**config.mk**
```make
export PLATFORM = sky130hd
export DESIGN_NAME = bus_serial_slave
export DESIGN_NICKNAME = d
export VERILOG_FILES = /design/src/rtl/bus_pkg.sv /design/src/rtl/serial_shift_reg.sv /design/src/rtl/bus_serial_slave.sv
export SDC_FILE = /design/constraint.sdc
export NUM_CORES = 1
export LEC_CHECK = 0
export BUFFER_PORTS_ARGS = -buffer_cell sky130_fd_sc_hd__buf_2
export CORE_ASPECT_RATIO = 1.2
export CORE_MARGIN = 2
export CORE_UTILIZATION = 45
export CTS_CLUSTER_SIZE = 40
export DETAILED_ROUTE_END_ITERATION = 10
export SLEW_MARGIN = 20
export SYNTH_ARGS = -nofsm -noshare
export SYNTH_HDL_FRONTEND = slang
export SYNTH_HIERARCHICAL = 1
export SYNTH_SLANG_ARGS = --single-unit
export TNS_END_PERCENT = 5
```
**constraint.sdc**
```tcl
create_clock -name clk -period 2.4 [get_ports clk]
set_clock_uncertainty 0.15 [all_clocks]
set_input_delay 0.24 -clock clk [delete_from_list [all_inputs] [get_ports clk]]
set_output_delay 0.24 -clock clk [all_outputs]
set_load 0.02 [all_outputs]
```
**src/rtl/bus_pkg.sv**
```systemverilog
// Shared definitions for the bit-serial system bus: slave FSM encodings, mode codes and defaults.
package bus_pkg;

    localparam int unsigned BUS_ADDR_WIDTH = 12;
    localparam int unsigned BUS_DATA_WIDTH = 8;

    localparam logic BUS_WRITE = 1'b1;
    localparam logic BUS_READ  = 1'b0;

    typedef enum logic [2:0] {
        StIdle   = 3'd0,
        StRxAddr = 3'd1,
        StRxData = 3'd2,
        StWrite  = 3'd3,
        StWait   = 3'd4,
        StTxData = 3'd5
    } slave_state_e;

    function automatic int unsigned max3(input int unsigned a, input int unsigned b,
                                         input int unsigned c);
        int unsigned m;
        m = (a > b) ? a : b;
        return (m > c) ? m : c;
    endfunction

endpackage

```
**src/rtl/serial_shift_reg.sv**
```systemverilog
// Loadable serial shift register; DIR=0 shifts right (sin enters MSB), DIR=1 shifts left.
module serial_shift_reg #(
    parameter int unsigned WIDTH = 8,
    parameter bit          DIR   = 1'b0
) (
    input  logic             clk_i,
    input  logic             rst_ni,
    input  logic             load_i,
    input  logic [WIDTH-1:0] load_data_i,
    input  logic             shift_en_i,
    input  logic             sin_i,
    output logic             sout_o,
    output logic [WIDTH-1:0] q_o
);

    logic [WIDTH-1:0] q_q, q_d;

    always_comb begin
        q_d = q_q;
        if (load_i) begin
            q_d = load_data_i;
        end else if (shift_en_i) begin
            q_d = (DIR == 1'b0) ? {sin_i, q_q[WIDTH-1:1]} : {q_q[WIDTH-2:0], sin_i};
        end
    end

    always_ff @(posedge clk_i or negedge rst_ni) begin
        if (!rst_ni) begin
            q_q <= '0;
        end else begin
            q_q <= q_d;
        end
    end

    assign sout_o = (DIR == 1'b0) ? q_q[0] : q_q[WIDTH-1];
    assign q_o    = q_q;

endmodule

```
**src/rtl/bus_serial_slave.sv**
```systemverilog
// Bit-serial bus slave: receives address/write data LSB first, stores writes locally,
// and streams read data back after a fixed latency.
module bus_serial_slave
    import bus_pkg::*;
#(
    parameter int unsigned ADDR_WIDTH     = BUS_ADDR_WIDTH,
    parameter int unsigned MEM_ADDR_WIDTH = 4,
    parameter int unsigned DATA_WIDTH     = BUS_DATA_WIDTH,
    parameter int unsigned READ_LATENCY   = 2
) (
    input  logic       clk,
    input  logic       reset,
    input  logic       m_valid,
    input  logic       m_mode,
    input  logic       m_sdata,
    output logic       s_ready,
    output logic       s_valid,
    output logic       s_sdata,
    output logic       s_ack,
    output logic [2:0] slave_state
);

    localparam int unsigned CntWidth = $clog2(max3(ADDR_WIDTH, DATA_WIDTH, READ_LATENCY) + 1);

    slave_state_e          state_q, state_d;
    logic [CntWidth-1:0]   cnt_q, cnt_d;
    logic                  mode_q, mode_d;
    logic                  s_valid_q, s_valid_d;
    logic                  s_sdata_q, s_sdata_d;
    logic                  s_ack_q, s_ack_d;

    logic [ADDR_WIDTH-1:0] addr_q;
    logic [DATA_WIDTH-1:0] wdata_q, tx_q, rdata;
    logic                  tx_load, tx_shift;
    logic                  addr_sout, wdata_sout, tx_sout;

    logic [DATA_WIDTH-1:0]     mem_q [2**MEM_ADDR_WIDTH];
    logic [MEM_ADDR_WIDTH-1:0] mem_idx;

    // Upper address bits alias onto storage; they are captured but never decoded here.
    logic unused_bits;
    assign unused_bits = ^{addr_q, tx_q, addr_sout, wdata_sout, tx_sout};

    assign mem_idx = addr_q[MEM_ADDR_WIDTH-1:0];
    assign rdata   = mem_q[mem_idx];

    always_comb begin
        state_d = state_q;
        case (state_q)
            StIdle:   if (m_valid) state_d = StRxAddr;
            StRxAddr: if (cnt_q == CntWidth'(ADDR_WIDTH - 1)) begin
                state_d = (mode_q == BUS_WRITE) ? StRxData : StWait;
            end
            StRxData: if (cnt_q == CntWidth'(DATA_WIDTH - 1)) state_d = StWrite;
            StWrite:  state_d = StIdle;
            StWait:   if (cnt_q == CntWidth'(READ_LATENCY - 1)) state_d = StTxData;
            StTxData: if (cnt_q == CntWidth'(DATA_WIDTH - 1)) state_d = StIdle;
            default:  state_d = StIdle;
        endcase
    end

    always_comb begin
        cnt_d  = '0;
        mode_d = mode_q;
        if (state_q == StIdle) begin
            if (m_valid) mode_d = m_mode;
        end else if (state_d == state_q) begin
            cnt_d = cnt_q + CntWidth'(1);
        end
    end

    assign tx_load  = (state_q == StWait) && (cnt_q == '0);
    assign tx_shift = (state_q == StTxData);

    // Outputs are registered but aligned with the state they belong to, so the next
    // serial bit is chosen from whatever the tx register will hold after this edge.
    always_comb begin
        s_valid_d = (state_d == StTxData);
        s_sdata_d = 1'b0;
        if (s_valid_d) begin
            if (tx_load) begin
                s_sdata_d = rdata[0];
            end else if (tx_shift) begin
                s_sdata_d = tx_q[1];
            end else begin
                s_sdata_d = tx_q[0];
            end
        end
        s_ack_d = (state_d == StWrite) ||
                  ((state_d == StTxData) && (cnt_d == CntWidth'(DATA_WIDTH - 1)));
    end

    always_ff @(posedge clk or negedge reset) begin
        if (!reset) begin
            state_q   <= StIdle;
            cnt_q     <= '0;
            mode_q    <= BUS_READ;
            s_valid_q <= 1'b0;
            s_sdata_q <= 1'b0;
            s_ack_q   <= 1'b0;
        end else begin
            state_q   <= state_d;
            cnt_q     <= cnt_d;
            mode_q    <= mode_d;
            s_valid_q <= s_valid_d;
            s_sdata_q <= s_sdata_d;
            s_ack_q   <= s_ack_d;
        end
    end

    // Storage deliberately has no reset.
    always_ff @(posedge clk) begin
        if (state_q == StWrite) begin
            mem_q[mem_idx] <= wdata_q;
        end
    end

    serial_shift_reg #(.WIDTH(ADDR_WIDTH), .DIR(1'b0)) u_addr_sr (
        .clk_i       (clk),
        .rst_ni      (reset),
        .load_i      (1'b0),
        .load_data_i ('0),
        .shift_en_i  (state_q == StRxAddr),
        .sin_i       (m_sdata),
        .sout_o      (addr_sout),
        .q_o         (addr_q)
    );

    serial_shift_reg #(.WIDTH(DATA_WIDTH), .DIR(1'b0)) u_wdata_sr (
        .clk_i       (clk),
        .rst_ni      (reset),
        .load_i      (1'b0),
        .load_data_i ('0),
        .shift_en_i  (state_q == StRxData),
        .sin_i       (m_sdata),
        .sout_o      (wdata_sout),
        .q_o         (wdata_q)
    );

    serial_shift_reg #(.WIDTH(DATA_WIDTH), .DIR(1'b0)) u_tx_sr (
        .clk_i       (clk),
        .rst_ni      (reset),
        .load_i      (tx_load),
        .load_data_i (rdata),
        .shift_en_i  (tx_shift),
        .sin_i       (1'b0),
        .sout_o      (tx_sout),
        .q_o         (tx_q)
    );

    assign s_ready     = (state_q == StIdle);
    assign slave_state = state_q;
    assign s_valid     = s_valid_q;
    assign s_sdata     = s_sdata_q;
    assign s_ack       = s_ack_q;

endmodule

```
* Word level (Yosys, flattened, before mapping) *
Memories as Yosys holds them, arrays and structs flattened.
Index checks and enable logic that the tools add are counted.

word-level totals
  latch bits = 0
  RAM bits = 128
  output and inout port bits = 7
  input port bits = 5
  ROM bits = 0
  register bits after elaboration = 39
  memories kept = 1

operators by class
  $add $sub $neg = 1
  $mul = 0
  mux-type cells = 16
  shift-type cells = 0
  order comparisons = 0
  eq/ne operators = 12
  bitwise operators = 0
  reductions and logical operators = 7
  divide/modulo/power cells = 0

memories
  name   words  width  read ports  clocked after memory_dff  write ports  RTL line                text
  mem_q  16     8      1           0                         1            bus_serial_slave.sv:37  logic [DATA_WIDTH-1:0] mem_q [2**MEM_ADDR_WIDTH];

operators by type and width
  operator                                                                count
  3-bit 2-to-1 mux                                                        6
  8-bit 2-to-1 mux                                                        2
  3-bit one-hot mux with 5 select lines                                   1
  3-bit by 2-bit equality test with 1-bit output (second input constant)  3
  3-bit equality test (second input constant)                             3
  4-bit by 3-bit equality test with 1-bit output (second input constant)  2
  4-bit 2-to-1 mux                                                        2
  1-bit 2-to-1 mux                                                        5
  4-bit by 1-bit adder with 4-bit output (second input constant)          1
  4-bit by 1-bit equality test with 1-bit output (second input constant)  1
  4-bit equality test (second input constant)                             1
  4-bit logical NOT                                                       1
  3-bit by 1-bit equality test with 1-bit output (second input constant)  1
  3-bit equality test                                                     1
  3-bit logical NOT                                                       1
  1-bit logical AND                                                       2
  2-bit AND reduction                                                     1
  2-bit nonzero test                                                      1
  1-bit logical OR                                                        1

* Logic depth before layout (Yosys ltp) *
Gate-level depths: netlist of the first run.

  depth in word-level cells = 9
  depth in mapped cells = 7
  depth with buffers taken out = 6

* Modules after synthesis *
The synthesis of the first run kept the hierarchy.

modules (own cells, without submodules)
  module                          cells an instance  area each (um^2)  times used  sequential area each (um^2)
  bus_serial_slave                289                5,744.3           1           4,119.0
  serial_shift_reg (u_tx_sr ...)  35                 380.4             2           200.2
  serial_shift_reg (u_addr_sr)    52                 558.0             1           300.3

* Worst setup path before layout of the first run *
OpenSTA, ideal clock, no wires.

  path type = reg-to-reg
  from = register state_q[1] (netlist: slave_state[1])
  to = memory mem_q[1][0] (netlist bit), enable pin
  setup slack = -0.065 ns
  required time = 1.867 ns
  path buffers = 1
  library setup time = 0.383 ns
  cell stages (with the launch flop) = 5
  arrival time = 1.932 ns
  cell sequence = dfrtp_1 clkbuf_1 nand3b_1 or3b_2 nor3_1

on the way
  cells in the longest elaborated chain, start to end = 3

ends and longest elaborated chain
  element                                         RTL line                 text
  start: declaration                              bus_serial_slave.sv:25   slave_state_e state_q, state_d;
  start signal: assignment                        bus_serial_slave.sv:95   state_q <= StIdle;
  start signal: assignment                        bus_serial_slave.sv:102  state_q <= state_d;
  3-bit by 2-bit equality test with 1-bit output  bus_serial_slave.sv:113  if (state_q == StWrite) begin
  1-bit 2-to-1 mux                                bus_serial_slave.sv:113
  1-bit 2-to-1 mux (not written as such)          bus_serial_slave.sv:114  mem_q[mem_idx] <= wdata_q;
  end: declaration                                bus_serial_slave.sv:37

Every way passes these cells.

* Final worst setup path of the first run *
  from = register u_addr_sr.q_q[0] (netlist: u_addr_sr/q_o[0])
  to = register u_tx_sr.q_q[5] (netlist: u_tx_sr/q_o[5])

on the way
  cells in the longest elaborated chain, start to end = 2

ends and longest elaborated chain
  element                   RTL line                text
  start: declaration        serial_shift_reg.sv:16  logic [WIDTH-1:0] q_q, q_d;
  start signal: assignment  serial_shift_reg.sv:31  q_q <= q_d;
  memory 16 x 8 bit         n/a
  net rdata[5]              bus_serial_slave.sv:33  logic [DATA_WIDTH-1:0] wdata_q, tx_q, rdata;
  8-bit 2-to-1 mux          serial_shift_reg.sv:20  if (load_i) begin
  end signal: assignment    serial_shift_reg.sv:31
  end: declaration          serial_shift_reg.sv:16

The timed path passes the listed nets, and every way through them passes these cells.
A chain may end at the register's enable or synchronous reset.

==> impl_metrics.tcl, run 1 <==
set metrics [dict create \
    timing.fmax_mhz 466.8 \
    synthAdderAreaFrac_pct 0.5314 \
    drt_pass1_iterations 4 \
    critPathMaxFanout 15 \
    finalSetupTns_ns 0 \
    start_util_pct 45.71 \
    h-tree-depth 4 \
    muxShareOfSynthArea_pct 17.82 \
    criticalPathCategory "reg -> reg" \
    ys.flop_type "edfxtp_1" \
    antenna_cells 0 \
    tritoncts "done" \
    ctsHoldBuffers 3 \
    r2r_start "u_addr_sr/q_o[0]" \
    tightest_slew_ns 0.5882 \
    vias 3648 \
    cp-start-kind "register" \
    endpoint_kind "register" \
    peakVddDrop_mv 0.5324 \
    fp.dieH_um 141.2 \
    path_delay_family "multiplexers" \
    gr-total-overflow 0 \
    clkTransAtPathRegs_ns 0.06 \
    drc 0 \
    crit_path_start "u_addr_sr/q_o[0]" \
    timing.final.crit_share_pct 89.26 \
    grt_usage_pct 18.16 \
    syn_avg_cell_area_um2 17.18 \
    cp.arrival_ns 2.30 \
    synth_seq_area_share_pct 68.24 \
    finalNetCount 491 \
    netlist_instances 411 \
    min_from "m_sdata" \
    cts_root_buf "clkbuf_16" \
    syn_to_final_growth_pct 16.30 \
    rsz0062_at_grt "false" \
    drive_above_1_share_pct 20.56 \
    ioPinCount 12 \
    hpwl_um 9366 \
    die_w_um 118.4 \
    yosys.area_share.simple_pct 6.165 \
    fin_util_pct 53.16 \
    synthDistinctLibCells 46 \
    cts_buffers 17 \
    min_period_ns 2.142 \
    grt_pass1_vias 3872 \
    wl_per_cell_um 19.42 \
    clock_sinks 167 \
    setup_viol 0 \
    cts_resized 0 \
    yosysWarnings 6 \
    portBuffers 11 \
    powerDensity_mw_per_mm2 953.2 \
    yosys.area_share.xor_xnor_pct 0.2480 \
    rows 50 \
    synth_area_leaders "edfxtp_1 54%, dfrtp_1 14%, mux4_1 6.7%, mux4_2 6.7%, mux2i_1 4.1%" \
    netlist_area_mm2 0.007063 \
    synth_top_area_cell "edfxtp_1" \
    slew_violations 0 \
    crit_path_top_delay_cell "mux4_2" \
    gp_congestion 0.7969 \
    grt_max_degree 22 \
    synth_seq_cells 167 \
    crit_buf_inv 1 \
    hold_viol 0 \
    cts_setup_buffers 0 \
    holdCritPathClass "in -> reg" \
    path_cells "buf_4 > mux4_2 > mux4_2 > nand2_1 > o21ai_1" \
    drt_iter0_markers 298 \
    p_leak_nw 2.964 \
    synthArstFlopShare_pct 23.35 \
    viasPerCell 5.182 \
    grt_pass1_wl_um 22200 \
    die_area_mm2 0.01672 \
    synth_common_cells "128 x edfxtp_1, 39 x dfrtp_1, 35 x nand2_1" \
    clk_latency_ns 0.42 \
    ant_nets 0 \
    status "finished, final reports clean" \
    path_common_cell "mux4_2" \
    relSlewSlack_pct 60.79 \
    synth_compound_area_share_pct 3.685 \
    synth_top_area_share_pct 54.42 \
    finalWirelength_um 13670 \
    core_mm2 0.01545 \
    antenna_found_initial 0 \
    cpPeakStageDelay_ns 0.57 \
    yosysMostFrequentCell "edfxtp_1" \
    cts_buffer_depth 2 \
    crit_required_ns 2.56 \
    drv_cap 0 \
    synth_top_family_by_area "multiplexers" \
    synth-edff-count 128 \
]
## path summary, 6_finish.rpt
kind                                endpoint  slack (ns)  cells after the start
min                        u_wdata_sr/q_o[7]        0.03                      3
max                           u_tx_sr/q_o[5]        0.26                      5
min reg2reg                         cnt_q[0]        0.38                      1
min in group asynchronous     u_tx_sr/q_o[7]        0.20                      2
max in group asynchronous  u_wdata_sr/q_o[7]        1.38                      3
max reg2reg                   u_tx_sr/q_o[5]        0.26                      5
## cell usage in the layout (no fill, tap or decap), drive strengths merged, types with 3 or more instances in the layout
cell	instances
nor2b	5
ha	3
clkbuf	19
mux2i	29
nand2b	4
conb	34
nand2	35
mux4	39
a21oi	4
edfxtp	128
dlygate4sd3	3
nor2	19
dfrtp	39
o21ai	33
clkinv	5
buf	45
inv	10
nor3	7
## area by class of cell
| type | count | area, µm² |
|---|---|---|
| Fill cell | 1230 | 7238 |
| Sequential cell | 167 | 4821 |
| Multi-Input combinational cell | 244 | 2147 |
| Clock buffer | 19 | 432.9 |
| Timing Repair Buffer | 48 | 390.4 |
| Tap cell | 208 | 260.3 |
| Clock inverter | 13 | 143.9 |
| Inverter | 5 | 18.77 |
## cells by family (layout without fill, tap and decap cells)
group | count (synthesis) | after routing
DFF | 167 | 167
and+or+nand+nor | 89 | 89
muxes | 70 | 70
AOI/OAI and AO/OA | 46 | 46
buffers and inverters | 33 | 85
adders and majority gates | 3 | 3
xor gates and xnor gates | 2 | 2
other | 1 | 34
## flip-flops by register name, summed over array words and instances, names as in the netlist
register and cells:
s_valid 1, mode_q 1, s_sdata 1, u_tx_sr/q_o 8, slave_state 3, u_addr_sr/q_o 12, mem_q 128, u_wdata_sr/q_o 8
s_ack 1, cnt_q 4
## worst reg2reg max path: cells and delay by family (launching register included)
family	cells	cell delay, ns
multiplexers	2	1.07
flip-flops	1	0.38
buffers and inverters	1	0.27
AND/OR/NAND/NOR	1	0.08
AO/OA/AOI/OAI	1	0.07
## per-stage QoR
step	worst slack [ns]	power [mW]	cells	area [µm²]	hold WS, ns
after floorplan	0.04426	4.839	444	7192	-0.2056
after global placement	0.3065	5.202	669	7607	0.1234
after detailed placement	0.2639	5.237	669	7607	0.1315
after CTS	0.2317	7.889	704	8214	0.01599
after global routing	0.03492	8.205	704	8214	0.06725
final	0.2578	7.830	704	8214	0.03384
## report_power, final
group	leakage [nW]	internal, mW	switching, mW
Combinational	1.05	0.808	0.777
Clock	0.280	1.54	1.11
Sequential	1.64	3.34	0.248
## metal layers
metal,vias to the layer above,share of wire (%),GRT usage [%]
met5,-,0,0
met3,15,3.8,4.733
met2,65,52,30.48
met1,1850,43,23.35
met4,0,1.2,5.517
li1,1718,-,-
Note: power is estimated with default switching activity, not from simulation.
==> run 2: changes to the inputs <==
- RECOVER_POWER: default -> 50
==> run 2 against run 1 <==
Clock power about the same. Hold slack about the same. Register-to-register slack about the same. Global-route usage unchanged. Non-clock buffer count unchanged. First-iteration DRC count increased by 0.34%. Critical endpoint unchanged. Highest routed layer unchanged.
==> impl_metrics.tcl, run 2 (synthesis gave the netlist of run 1 again) <==
set metrics [dict create \
    status "finished, final reports clean" \
    drt_iter0_markers 299 \
    cts_resized 0 \
    layout_commonest_cell "edfxtp_1" \
    cts_buffers 17 \
    min_period_ns 2.141 \
    cp-start-kind "register" \
    wl_per_cell_um 19.39 \
    hold_viol 0 \
    endpoint_kind "register" \
    portBuffers 11 \
    grt_pass1_vias 3872 \
    start_util_pct 45.71 \
    timing.final.crit_share_pct 89.20 \
    rsz0062_at_grt "false" \
    clk_latency_ns 0.42 \
    largest_reg_flops 128 \
    drt_pass1_iterations 4 \
    slew_violations 0 \
    cts_root_buf "clkbuf_16" \
    finalWirelength_um 13650 \
    ant_nets 0 \
    antenna_cells 0 \
    clock_sinks 167 \
    largest-register "mem_q" \
    viasPerCell 5.175 \
    setup_viol 0 \
    r2r_start "u_addr_sr/q_o[0]" \
    rows 50 \
    fp.dieH_um 141.2 \
    drc 0 \
    crit_path_start "u_addr_sr/q_o[0]" \
    grt_max_degree 22 \
    clkTransAtPathRegs_ns 0.06 \
    die_w_um 118.4 \
    cts_buffer_depth 2 \
    gr-total-overflow 0 \
    drv_cap 0 \
    grt_usage_pct 18.16 \
    criticalPathCategory "reg -> reg" \
    relSlewSlack_pct 12.25 \
    tritoncts "done" \
    peakVddDrop_mv 0.5333 \
    min_from "m_sdata" \
    core_mm2 0.01545 \
    syn_to_final_growth_pct 16.01 \
    cp.arrival_ns 2.30 \
    hpwl_um 9366 \
    holdCritPathClass "in -> reg" \
    finalPower_mw 7.822 \
    timing.fmax_mhz 467.1 \
    crit_required_ns 2.56 \
    finalNetCount 491 \
    finalSetupTns_ns 0 \
    final_cell_mix "128 x edfxtp_1, 38 x dfrtp_1, 35 x nand2_1" \
    h-tree-depth 4 \
    p_leak_nw 2.943 \
    tightest_slew_ns 1.316 \
    drive_above_1_share_pct 19.76 \
    grt_pass1_wl_um 22200 \
    critPathMaxFanout 15 \
    vias 3643 \
    stdcell_count 704 \
    die_area_mm2 0.01672 \
    gp_congestion 0.7969 \
    powerDensity_mw_per_mm2 954.6 \
    antenna_found_initial 0 \
    place_inst 669 \
    ioPinCount 12 \
]
==> run 2: cell types whose count changed in the layout (fill, tap and decap cells not counted) <==
cell | previous run | this run
buf_12 | 4 | 3
buf_2 | 11 | 7
clkbuf_1 | 2 | 6
clkbuf_2 | 0 | 1
==> run 2: power by group <==
| part | switching (mW) | total, mW | internal (mW) | leakage (nW) |
|---|---|---|---|---|
| sequential | 0.248 | 3.59 | 3.34 | 1.64 |
| clock | 1.11 | 2.65 | 1.54 | 0.280 |
| combinational | 0.777 | 1.58 | 0.801 | 1.03 |
==> run 2: cell type report <==
cell class	count	area, µm²
repair buffers	48	370.4
multi-input cells	244	2147
fillers	1235	7258
clock buffers	19	432.9
clock inverters	13	143.9
flip-flops and latches	167	4821
well taps	208	260.3
inverters	5	18.77
==> run 2: stage by stage <==
step	util (%)	instance area (µm²)	hold slack, ns	setup WS [ns]
2_1_floorplan	-	7192	-0.2056	0.04426
3_3_place_gp	49.23	7607	0.1234	0.3065
3_5_place_dp	49.23	7607	0.1315	0.2639
4_1_cts	53.16	8214	0.01599	0.2317
5_1_grt	53.03	8194	0.06725	0.03492
6_report	53.03	8194	0.03336	0.2593
==> run 2: timing repair <==
item	4_1_cts	5_1_grt
endpoints found under the hold margin	22	0
endpoints found under the setup margin	0	0
hold buffers	3	0
setup buffers	0	0
==> run 2: path summary, 6_finish.rpt <==
check                      depth (start not counted)  slack [ns]           endpoint
setup / recovery                                   5        0.26     u_tx_sr/q_o[5]
hold / removal                                     3        0.03  u_wdata_sr/q_o[7]
setup reg to reg                                   5        0.26     u_tx_sr/q_o[5]
hold reg to reg                                    1        0.38           cnt_q[0]
max in group asynchronous                          3        0.41  u_wdata_sr/q_o[7]
min in group asynchronous                          2        0.49     u_tx_sr/q_o[7]
==> run 2: routing by layer <==
metal | track usage, % | vias up | routed length, µm
met3 | 4.733 | 15 | 681
met2 | 30.48 | 75 | 7053
met4 | 5.517 | 0 | 167
met5 | 0 | - | 0
li1 | - | 1716 | -
met1 | 23.35 | 1837 | 5747
==> run 2: worst max-delay path: stages, from the launching register on <==
cell	delay, ns
dfrtp_2	0.38
buf_4	0.27
mux4_2	0.57
mux4_2	0.49
nand2_1	0.08
o21ai_1	0.07
==> run 3: changes to the inputs <==
- CORE_MARGIN: 2 -> 1
- PLACE_DENSITY_LB_ADDON: default -> 0.15
==> run 3 against run 2 <==
First-iteration DRC count fell by 0.67%. Global-route usage rose by 0.23 points. Die area fell by 3.1%. Utilization rose by 1.2 points. Sequential cell count did not move. Combinational power barely moved. Cell count fell by 0.57%. Register-to-register slack got worse by 0.08 ns. Sequential power barely moved. Via count rose by 2.4%. Clock power rose by 2%. Routed wire length rose by 0.22%. Largest cell class unchanged.
==> impl_metrics.tcl, run 3 (synthesis gave the netlist of run 1 again) <==
set metrics [dict create \
    layout_commonest_cell "edfxtp_1" \
    tightest_slew_ns 1.005 \
    syn_to_final_growth_pct 16.23 \
    largest_reg_flops 128 \
    final_cell_mix "128 x edfxtp_1, 38 x dfrtp_1, 35 x nand2_1" \
    setup_viol 0 \
    gp_congestion 0.7751 \
    ff2ff_setup_slack_ns 0.18 \
    fp.dieH_um 139.2 \
    switching_share_pct 29.35 \
    cp.arrival_ns 2.43 \
    cpPeakStageDelay_ns 0.54 \
    timing.fmax_mhz 451.1 \
    antenna_cells 0 \
    status "finished, final reports clean" \
    criticalPathCategory "reg -> reg" \
    antenna_found_initial 0 \
    ioPinCount 12 \
    whs_ns 0.3468 \
    holdCritPathClass "reg -> reg" \
    die_w_um 116.4 \
    clock_sinks 167 \
    path_cells "inv_1 > ha_1 > nor4b_1 > a21oi_1 > o21a_1 > a2111oi_1 > buf_4" \
    cts_buffer_depth 2 \
    cts_root_buf "clkbuf_16" \
    ant_nets 0 \
    powerDensity_mw_per_mm2 954.8 \
    drt_iter0_markers 297 \
    die_area_mm2 0.01620 \
    portBuffers 11 \
    wl_per_cell_um 19.54 \
    crit_buf_inv 2 \
    crit_required_ns 2.61 \
    start_util_pct 46.64 \
    power.share.clock_pct 34.4 \
    grt_pass1_wl_um 21290 \
    cts_buffers 17 \
    p_int_mw 5.538 \
    largest-register "mem_q" \
    relSlewSlack_pct 33.01 \
    drive_above_1_share_pct 20.16 \
    pre_cts_ws_ns 0.07913 \
    endpoint_kind "register" \
    place_inst 663 \
    hpwl_um 9220 \
    crit_path_top_delay_cell "a2111oi_1" \
    tritoncts "done" \
    grt_usage_pct 18.39 \
    peakVddDrop_mv 0.6858 \
    min_period_ns 2.217 \
    path_delay_family "compound AO/OA/AOI/OAI gates" \
    gr-total-overflow 0 \
    drt_pass1_iterations 4 \
    finalNetCount 491 \
    fin_util_pct 54.21 \
    fill_cells 1252 \
    critPathMaxFanout 5 \
    drc 0 \
    rsz0062_at_grt "false" \
    drv_cap 0 \
    stdcell_count 700 \
    finalSetupTns_ns 0 \
    cp-start-kind "register" \
    clkTransAtPathRegs_ns 0.07 \
    vias 3729 \
    pwr-share-comb_pct 20.1 \
    slew_violations 0 \
    finalWorstSetupSlack_ns 0.1832 \
    p_seq_share_pct 45.5 \
    grt_max_degree 38 \
    finalWirelength_um 13680 \
    p_leak_nw 2.955 \
    cts_setup_buffers 0 \
    grt_pass1_vias 3805 \
    timing.final.crit_share_pct 92.37 \
    h-tree-depth 4 \
    power_switching_mw 2.300 \
    viasPerCell 5.327 \
    core_mm2 0.01514 \
    hold_viol 0 \
    rows 49 \
    clk_latency_ns 0.43 \
]
==> run 3: changes by cell type in the layout (fill, tap and decap cells not counted) <==
cell / before / now
clkinv_8: 0 / 4
inv_8: 1 / 5
bufinv_16: 2 / 0
clkbuf_1: 6 / 4
clkinv_1: 2 / 0
dlygate4sd3_1: 3 / 5
a2111oi_0: 1 / 0
a2111oi_1: 0 / 1
buf_12: 3 / 2
buf_4: 30 / 29
clkinv_4: 2 / 1
clkinvlp_4: 1 / 0
inv_12: 0 / 1
inv_6: 4 / 3
==> run 3: area by class of cell <==
cell class                      instances  area [µm²]  area share [%]
Timing Repair Buffer                   48       362.8           4.420
Sequential cell                       167        4821           58.73
Clock buffer                           17       425.4           5.182
Tap cell                              204       255.2           3.109
Inverter                                5       18.77          0.2286
Clock inverter                         15       177.7           2.164
Multi-Input combinational cell        244        2148           26.17
==> run 3: path summary, 6_finish.rpt <==
check	start	to	cells past startpoint
worst max-delay path	cnt_q[0]	s_sdata	7
worst min-delay path	slave_state[1]	slave_state[2]	1
worst max register to register	cnt_q[0]	s_sdata	7
worst min register to register	slave_state[1]	slave_state[2]	1
max in group asynchronous	reset	u_addr_sr/q_o[0]	3
min in group asynchronous	reset	cnt_q[1]	3
==> run 3: timing repair <==
item	CTS	global route
gates resized for setup	0	1
hold buffers	5	0
endpoints found under the setup margin	0	1
endpoints found under the hold margin	42	0
==> run 3: metal layers <==
layer | vias to the layer above | wire length (µm) | global-route usage, %
li1 | 1726 | - | -
met1 | 1914 | 5982 | 23.71
met2 | 73 | 7148 | 30.99
met3 | 16 | 399 | 3.005
met4 | 0 | 148 | 6.950
met5 | - | 0 | 0
==> run 3: per-stage QoR <==
step	power (mW)	area, µm²
after floorplan	4.839	7192
after global placement	5.175	7575
after detailed placement	5.210	7575
after CTS	7.909	8228
after global routing	8.178	8209
final	7.838	8209
==> run 3: power groups by stage <==
stage	combinational (mW)	sequential, mW	clock (mW)
detailed placement	1.58	3.63	0
global route	1.72	3.60	2.86
global placement	1.55	3.62	0
finish	1.57	3.56	2.70
floorplan	1.29	3.55	0
CTS	1.59	3.57	2.75
